$ cat src/rtl/spi_sclk_gen.sv
// SPI master SCLK and shift/sample strobe generator with programmable divisor,
// transfer length and CPOL/CPHA mode; configuration is frozen at start.
module spi_sclk_gen #(
  parameter int SPR_W  = 3,
  parameter int SPPR_W = 3,
  parameter int LEN_W  = 5
) (
  input  logic              clk_i,
  input  logic              rst_n,
  input  logic              start_i,
  input  logic              abort_i,
  input  logic              cpol_i,
  input  logic              cpha_i,
  input  logic [SPR_W-1:0]  spr_i,
  input  logic [SPPR_W-1:0] sppr_i,
  input  logic [LEN_W-1:0]  len_i,
  output logic              sclk_o,
  output logic              shift_o,
  output logic              sample_o,
  output logic              last_o,
  output logic              busy_o,
  output logic              done_o
);

  localparam int DIV_W  = SPPR_W + (1 << SPR_W) + 1;
  localparam int EDGE_W = LEN_W + 2;

  typedef enum logic [1:0] {
    IDLE,
    RUN,
    TRAIL
  } state_t;

  state_t              state_q;
  logic [DIV_W-1:0]    cnt_q;
  logic [EDGE_W-1:0]   edge_cnt_q;
  logic                cpol_q;
  logic                cpha_q;
  logic [SPR_W-1:0]    spr_q;
  logic [SPPR_W-1:0]   sppr_q;
  logic [LEN_W-1:0]    len_q;

  logic [SPR_W:0]      shamt;
  logic [DIV_W-1:0]    half_per;
  logic [EDGE_W-1:0]   edge_nx;
  logic [EDGE_W-1:0]   two_n;
  logic                wrap;
  logic                odd;

  // The shift amount is one bit wider than spr so spr+1 cannot wrap to zero.
  assign shamt    = {1'b0, spr_q} + {{SPR_W{1'b0}}, 1'b1};
  assign half_per = (DIV_W'(sppr_q) + DIV_W'(1)) << shamt;
  assign wrap     = (cnt_q == (half_per - DIV_W'(1)));
  assign edge_nx  = edge_cnt_q + EDGE_W'(1);
  assign two_n    = (EDGE_W'(len_q) + EDGE_W'(1)) << 1;
  assign odd      = edge_nx[0];

  always_ff @(posedge clk_i or negedge rst_n) begin
    if (!rst_n) begin
      state_q    <= IDLE;
      cnt_q      <= '0;
      edge_cnt_q <= '0;
      cpol_q     <= 1'b0;
      cpha_q     <= 1'b0;
      spr_q      <= '0;
      sppr_q     <= '0;
      len_q      <= '0;
      sclk_o     <= 1'b0;
      shift_o    <= 1'b0;
      sample_o   <= 1'b0;
      last_o     <= 1'b0;
      busy_o     <= 1'b0;
      done_o     <= 1'b0;
    end else begin
      shift_o  <= 1'b0;
      sample_o <= 1'b0;
      last_o   <= 1'b0;
      done_o   <= 1'b0;
      case (state_q)
        IDLE: begin
          sclk_o <= cpol_i;
          busy_o <= 1'b0;
          if (start_i && !abort_i) begin
            cpol_q     <= cpol_i;
            cpha_q     <= cpha_i;
            spr_q      <= spr_i;
            sppr_q     <= sppr_i;
            len_q      <= len_i;
            cnt_q      <= '0;
            edge_cnt_q <= '0;
            busy_o     <= 1'b1;
            state_q    <= RUN;
          end
        end
        RUN: begin
          if (abort_i) begin
            sclk_o     <= cpol_q;
            busy_o     <= 1'b0;
            cnt_q      <= '0;
            edge_cnt_q <= '0;
            state_q    <= IDLE;
          end else if (wrap) begin
            cnt_q      <= '0;
            sclk_o     <= ~sclk_o;
            edge_cnt_q <= edge_nx;
            // CPHA=0 preloads the first bit, so no shift on the final trailing edge.
            if (!cpha_q) begin
              sample_o <= odd;
              shift_o  <= !odd && (edge_nx != two_n);
              last_o   <= odd && (edge_nx == (two_n - EDGE_W'(1)));
            end else begin
              shift_o  <= odd;
              sample_o <= !odd;
              last_o   <= (edge_nx == two_n);
            end
            if (edge_nx == two_n) begin
              state_q <= TRAIL;
            end
          end else begin
            cnt_q <= cnt_q + DIV_W'(1);
          end
        end
        TRAIL: begin
          if (abort_i) begin
            sclk_o     <= cpol_q;
            busy_o     <= 1'b0;
            cnt_q      <= '0;
            edge_cnt_q <= '0;
            state_q    <= IDLE;
          end else if (wrap) begin
            done_o     <= 1'b1;
            busy_o     <= 1'b0;
            cnt_q      <= '0;
            edge_cnt_q <= '0;
            state_q    <= IDLE;
          end else begin
            cnt_q <= cnt_q + DIV_W'(1);
          end
        end
        default: begin
          state_q <= IDLE;
        end
      endcase
    end
  end

endmodule

$ cat config.mk
export PLATFORM = sky130hd
export DESIGN_NAME = spi_sclk_gen
export DESIGN_NICKNAME = d
export VERILOG_FILES = /design/src/rtl/spi_sclk_gen.sv
export SDC_FILE = /design/constraint.sdc
export NUM_CORES = 1
export LEC_CHECK = 0
export BUFFER_PORTS_ARGS = -buffer_cell sky130_fd_sc_hd__buf_2
export CAP_MARGIN = 40
export CELL_PAD_IN_SITES_DETAIL_PLACEMENT = 0
export CELL_PAD_IN_SITES_GLOBAL_PLACEMENT = 1
export CORE_ASPECT_RATIO = 0.5
export CORE_UTILIZATION = 30
export CTS_BUF_LIST = sky130_fd_sc_hd__clkbuf_8
export DETAILED_ROUTE_END_ITERATION = 8
export PLACE_DENSITY = 0.63
export SETUP_SLACK_MARGIN = 0.3
export SYNTH_ARGS = -nofsm -noshare
export SYNTH_HDL_FRONTEND = slang
export SYNTH_SLANG_ARGS = --single-unit
$ cat constraint.sdc
create_clock -name clk_i -period 9.7 [get_ports clk_i]
set_input_delay 1.455 -clock clk_i [delete_from_list [all_inputs] [get_ports clk_i]]
set_output_delay 1.455 -clock clk_i [all_outputs]
set_load 0.02 [all_outputs]
==> metrics.txt, run 1 <==
Syn. warnings=0; RSZ-0062 raised after global routing=no; largest family of logic cells by synthesized area=simple AND/OR/NAND/NOR gates; slew margin rel.=0.510; Final nets=410; total track usage=0.148; Iter 0 DRT Violations=110; drt drc=0; drt wl/cell=15.0 um; synthesized area per cell=8.87 um2; cts repair resizes=0; first-pass GRT wire length=12,900 um; Clock Root Buffer=clkbuf_8; Sw Ratio=0.496; dpl hpwl=5970 um; Synth cell types=67; Layout Cells excl Fill=524; min Tclk post-route=4.02 ns; RD Place Congestion=0.778; Worst path max stage delay=0.70 ns; Synth Area in Adders=0.0389; status=completed; die height=75.2 um; Synth area leaders=dfrtp_1, mux2_2, xnor2_1; fin. max-slew vios=0; Worst EP required=9.88 ns; Power Internal=570 uW; Port Buffer Count=22; vias in the first global route=2,504; synthesized area=3220 um2; critical path's most frequent cell=or3_1; H-tree depth=2; Setup crit start kind=flop; area delta synth->final=10.5%; Synth area leader=dfrtp_1; Slew @ Worst Pin=0.729 ns; drt total wl=7870 um; diode count=0; Critical Path AT=4.20 ns; layout cells sized above 1=0.182; Async SR Flop Fraction=1.00; Synth top cells by count=dfrtp_1, inv_1, nand2_1, nor2_1, nand3_1; hold_buf cts=0; fin crit share=0.414; part of the power in combinational logic=0.670; Pre-antenna DRT Iters=4; simple-gate portion of the synthesized area=0.253; total global routing overflow=0; Synth Area in Compound Gates=0.189; post-route cell area=3560 um2; Core ar.=10,300 um2; utilization after layout=0.345; Die Width=148 um; CP Capture Type=flop; highest clock rate=249 MHz; Max-Cap Viols=0; final setup fails=0; VDD IR max=93.8 uV; setup TNS=0 ns; DIE AREA=11,200 um2; Worst-path clk slew=0.09 ns; CTS tree=built; Tightest Hold Check Type=reg2reg; XOR/XNOR Fraction of Synth Area=0.0886; Design Power=1130 uW; post-synthesis mux area share=0.0661; placed inst area=3470 um2; cells after synthesis=363; via/cell ratio=5.17; net count after synthesis=390; #FFs+latches synth=40; PD cells=318 nW/um2; IO Pins=23; Clk Latency, worst-skew pair=0.30 ns; CP cell instances=ha_1 -> inv_1 -> or3_1 -> o32a_1 -> xnor2_2 -> or3_1 -> and4_1 -> o2111a_1 -> o211ai_2 -> buf_4 -> or3_1 -> o22ai_1; worst-path maximum fanout=30; sequential share of the synthesized area=0.311; Setup CP Type=reg2reg; Routed Antenna Nets=0; clock sinks=40; via count=2,708; starting density of the core=0.312; placed cell count=516; Critical-path top delay cell=ha_1; largest net degree at the start of global routing=31; row cnt=26; clock skew=0.00719 ns; switching pwr=561 uW; EDFF count, synth=0; post-CTS setup buffer count=0; CTS buffer count=5; Final Hold Vio Count=0; Max clock buf depth=2; Yosys top cell area share=0.311; count leader, synth=dfrtp_1; clock network power share=0.104; Primary FF master, synth=dfrtp_1; LEAKAGE=0.00138 uW; initial antenna violation count=0; Reg power frac=0.226
layer usage:
metal  wire, um  GRT usage
met3        209     0.0303
met5          0          0
met4         68     0.0286
met2       3640      0.255
met1       3950      0.194
sequential cells by signal, summed over array words and instances (netlist names):
signal and count:
busy_o 1, cnt_q 12, cpha_q 1, cpol_q 1, done_o 1, edge_cnt_q 7
last_o 1, len_q 5, sample_o 1, sclk_o 1, shift_o 1, sppr_q 3
spr_q 3, state_q 2
worst max-delay path, delay by kind of cell (launching register included):
family / cells / cell delay (ns)
buffers and inverters: 2 / 0.47
DFF: 1 / 0.61
adders and majority gates: 1 / 0.70
xor gates and xnor gates: 1 / 0.16
AOI/OAI and AO/OA: 4 / 0.73
and+or+nand+nor: 4 / 1.22
layout by cell type, fill, tap and decap left out, types with 9 or more instances in the layout:
cell type,synthesis,layout
dfrtp_1,40,40
xnor2_1,16,16
nand2b_1,11,11
nand2_1,23,23
o22ai_1,14,14
nand3_1,21,21
mux2_2,14,14
a21oi_1,9,9
nand4_1,11,11
xor2_1,11,11
buf_2,2,22
o21ai_1,12,12
nor2b_1,11,11
nor3_1,13,13
ha_1,10,10
nor2_1,23,23
inv_1,25,25
a31oi_1,9,9
per-stage QoR:
| stage | setup slack, ns | hold WS [ns] |
|---|---|---|
| 6_report | 5.68 | 0.536 |
| 5_1_grt | 5.38 | 0.556 |
| 4_1_cts | 5.67 | 0.555 |
| 3_5_place_dp | 5.70 | 0.532 |
| 3_3_place_gp | 5.72 | 0.497 |
| 2_1_floorplan | 6.60 | 0.503 |
layout make-up:
type	count	area, um2
multi-input cells	286	2050
inverters	25	93.8
repair buffers	25	153
flip-flops and latches	40	1000
clock inverters	3	18.8
clock buffers	5	68.8
well taps	140	175
fillers	1062	6760
worst paths after layout:
kind	cells past startpoint	slack, ns	endpoint	from
worst min register to register	1	0.54	busy_o	busy_o
max in group asynchronous	2	8.03	cnt_q[7]	rst_n
min in group asynchronous	1	1.15	spr_q[0]	rst_n
worst min-delay path	1	0.54	busy_o	busy_o
worst max-delay path	12	5.68	edge_cnt_q[6]	spr_q[0]
worst max register to register	12	5.68	edge_cnt_q[6]	spr_q[0]
logic make-up after synthesis:
family	after synthesis
compound gates	83
mux	19
buf+inv	37
xor+xnor	30
flops	40
fa+ha+maj	10
simple gates	144
power groups by stage:
stage,sequential (uW),combinational (uW),clock [uW]
after CTS,256,762,124
after global placement,259,760,0
after detailed placement,259,755,0
final,256,757,118
after floorplan,241,636,0
after global routing,264,840,128
Power figures use the tool's default switching activity.
==> inputs of run 2 (changes only) <==
- clock period: 9.7 -> 4 ns (I/O delays scaled with it)
==> run 2 against run 1 <==
  * Non-clock buffer count grew 6
  * Critical path depth is the same
  * Sequential power is 130% higher
  * Fmax up 19%
  * Combinational power rose by 150%
  * Critical path type unchanged
  * Critical endpoint is now edge_cnt_q[5]
  * Largest power group unchanged
==> metrics.txt, run 2 (synthesis results as in run 1) <==
Max clock buf depth=2 (unchanged); worst path bufs/invs=1 (was 2); clock sinks=40 (unchanged); highest clock rate=296 MHz (was 249 MHz); placed inst area=3490 um2 (was 3470 um2); clock skew=0.00613 ns (was 0.00719 ns); total track usage=0.144 (was 0.148); via/cell ratio=5.17 (about the same); diode count=0 (unchanged); Clock Root Buffer=clkbuf_8 (unchanged); starting density of the core=0.312 (unchanged); part of the power in combinational logic=0.687 (was 0.670); Final nets=416 (was 410); post-route cell area=3590 um2 (was 3560 um2); drt drc=0 (unchanged); Critical-path top delay cell=or3_1 (was ha_1); worst-path maximum fanout=13 (was 30); total global routing overflow=0 (unchanged); area delta synth->final=11.5% (was 10.5%); Sw Ratio=0.490 (was 0.496); first-pass GRT wire length=12,700 um (was 12,900 um); commonest non-fill, non-tap cell in the layout=dfrtp_1 (unchanged); Pre-antenna DRT Iters=4 (unchanged); VDD IR max=252 uV (was 93.8 uV); Max-Cap Viols=0 (unchanged); Tightest Hold Check Type=in2async (was reg2reg); Slew @ Worst Pin=0.684 ns (was 0.729 ns); RSZ-0062 raised after global routing=no (unchanged); vias in the first global route=2,597 (was 2,504); Clk Latency, worst-skew pair=0.30 ns (about the same); H-tree depth=2 (unchanged); Worst path max stage delay=0.54 ns (was 0.70 ns); Top reg by flops=cnt_q (unchanged); Worst EP required=4.23 ns (was 9.88 ns); Worst-path clk slew=0.08 ns (was 0.09 ns); Critical Path AT=3.60 ns (was 4.20 ns); final setup fails=0 (unchanged); FF-to-FF path depth=12 (unchanged); PD cells=767 nW/um2 (was 318 nW/um2); RD Place Congestion=0.854 (was 0.778); hold_buf cts=0 (unchanged); IO Pins=23 (unchanged); Reg power frac=0.212 (was 0.226); cts repair resizes=0 (unchanged); min Tclk post-route=3.38 ns (was 4.02 ns); Port Buffer Count=22 (unchanged); Final Hold Vio Count=0 (unchanged); Routed Antenna Nets=0 (unchanged); most frequent cells in the layout=dfrtp_1, inv_1, nand2_1, nor2_1, buf_2 (unchanged); Setup CP Type=reg2reg (unchanged); switching pwr=1350 uW (was 561 uW); drt wl/cell=14.0 um (was 15.0 um); Die Width=148 um (unchanged); Reg2Reg Capture Point=edge_cnt_q[5] (was edge_cnt_q[6]); initial antenna violation count=0 (unchanged); die height=75.2 um (unchanged); LEAKAGE=0.00140 uW (was 0.00138 uW); CTS buffer count=5 (unchanged); setup TNS=0 ns (unchanged); dpl hpwl=5730 um (was 5970 um); CP Capture Type=flop (unchanged); Largest regs=cnt_q: 12 flops, edge_cnt_q: 7 flops, len_q: 5 flops (unchanged); post-CTS setup buffer count=0 (unchanged); register-to-register setup slack=0.62 ns (was 5.68 ns); largest net degree at the start of global routing=41 (was 31); number of flip-flops in the largest register=12 (unchanged); fin crit share=0.844 (was 0.414); CP cell instances=ha_1 -> buf_4 -> nand2b_1 -> o221ai_1 -> a21oi_2 -> nor2_4 -> xor2_1 -> o31ai_1 -> o2111a_1 -> o211ai_4 -> or3_1 -> o22ai_1 (was ha_1 -> inv_1 -> or3_1 -> o32a_1 -> xnor2_2 -> or3_1 -> and4_1 -> o2111a_1 -> o211ai_2 -> buf_4 -> or3_1 -> o22ai_1); Hold Slack=0.357 ns (was 0.536 ns); RR Startpoint=spr_q[1] (was spr_q[0]); via count=2,738 (was 2,708); clock network power share=0.100 (was 0.104); row cnt=26 (unchanged); Power Internal=1410 uW (was 570 uW); Core ar.=10,300 um2 (unchanged); Setup crit start kind=flop (unchanged); CTS tree=built (unchanged); layout cells sized above 1=0.195 (was 0.182); slew margin rel.=0.543 (was 0.510); fin. max-slew vios=0 (unchanged); CP delay by family, top=compound AO/OA/AOI/OAI gates (was simple AND/OR/NAND/NOR gates); DIE AREA=11,200 um2 (unchanged); drt total wl=7400 um (was 7870 um); status=completed (unchanged); Iter 0 DRT Violations=128 (was 110)
run 2: area by class of cell:
class	count	area, um2
Tap cell	140	175
Inverter	25	93.8
Fill cell	1072	6720
Clock buffer	5	68.8
Sequential cell	40	1000
Clock inverter	3	18.8
Multi-Input combinational cell	286	2050
Timing Repair Buffer	31	178
run 2: through the flow:
stage | total power, uW | util | worst slack, ns | cells
6_report | 2750 | 0.348 | 0.622 | 530
5_1_grt | 3040 | 0.348 | 0.372 | 530
4_1_cts | 2760 | 0.347 | 0.517 | 530
3_5_place_dp | 2460 | 0.339 | 0.532 | 522
3_3_place_gp | 2490 | 0.338 | 0.542 | 521
2_1_floorplan | 2130 | - | 0.903 | 363
run 2: how the worst max path moves through the flow:
stage / slack [ns] / start / endpoint / depth (start not counted)
global placement: 0.54 / spr_q[1] / edge_cnt_q[2] / 11
floorplan: 0.90 / spr_q[1] / sclk_o / 14
detailed placement: 0.53 / spr_q[1] / edge_cnt_q[2] / 12
CTS: 0.52 / spr_q[1] / edge_cnt_q[2] / 11
global route: 0.37 / spr_q[1] / edge_cnt_q[2] / 12
finish: 0.62 / spr_q[1] / edge_cnt_q[5] / 12
run 2: power by group through the flow:
stage / registers, uW / logic, uW / clock network (uW)
4_1_cts: 587 / 1880 / 296
2_1_floorplan: 584 / 1540 / 0
6_report: 585 / 1890 / 276
3_5_place_dp: 596 / 1870 / 0
5_1_grt: 602 / 2120 / 315
3_3_place_gp: 594 / 1900 / 0
run 2: routing by layer:
metal | global-route usage | wire length (um) | vias up
li1 | - | - | 1382
met1 | 0.194 | 3660 | 1310
met2 | 0.243 | 3430 | 37
met3 | 0.0273 | 241 | 9
met4 | 0.0321 | 65 | 0
met5 | 0 | 0 | -
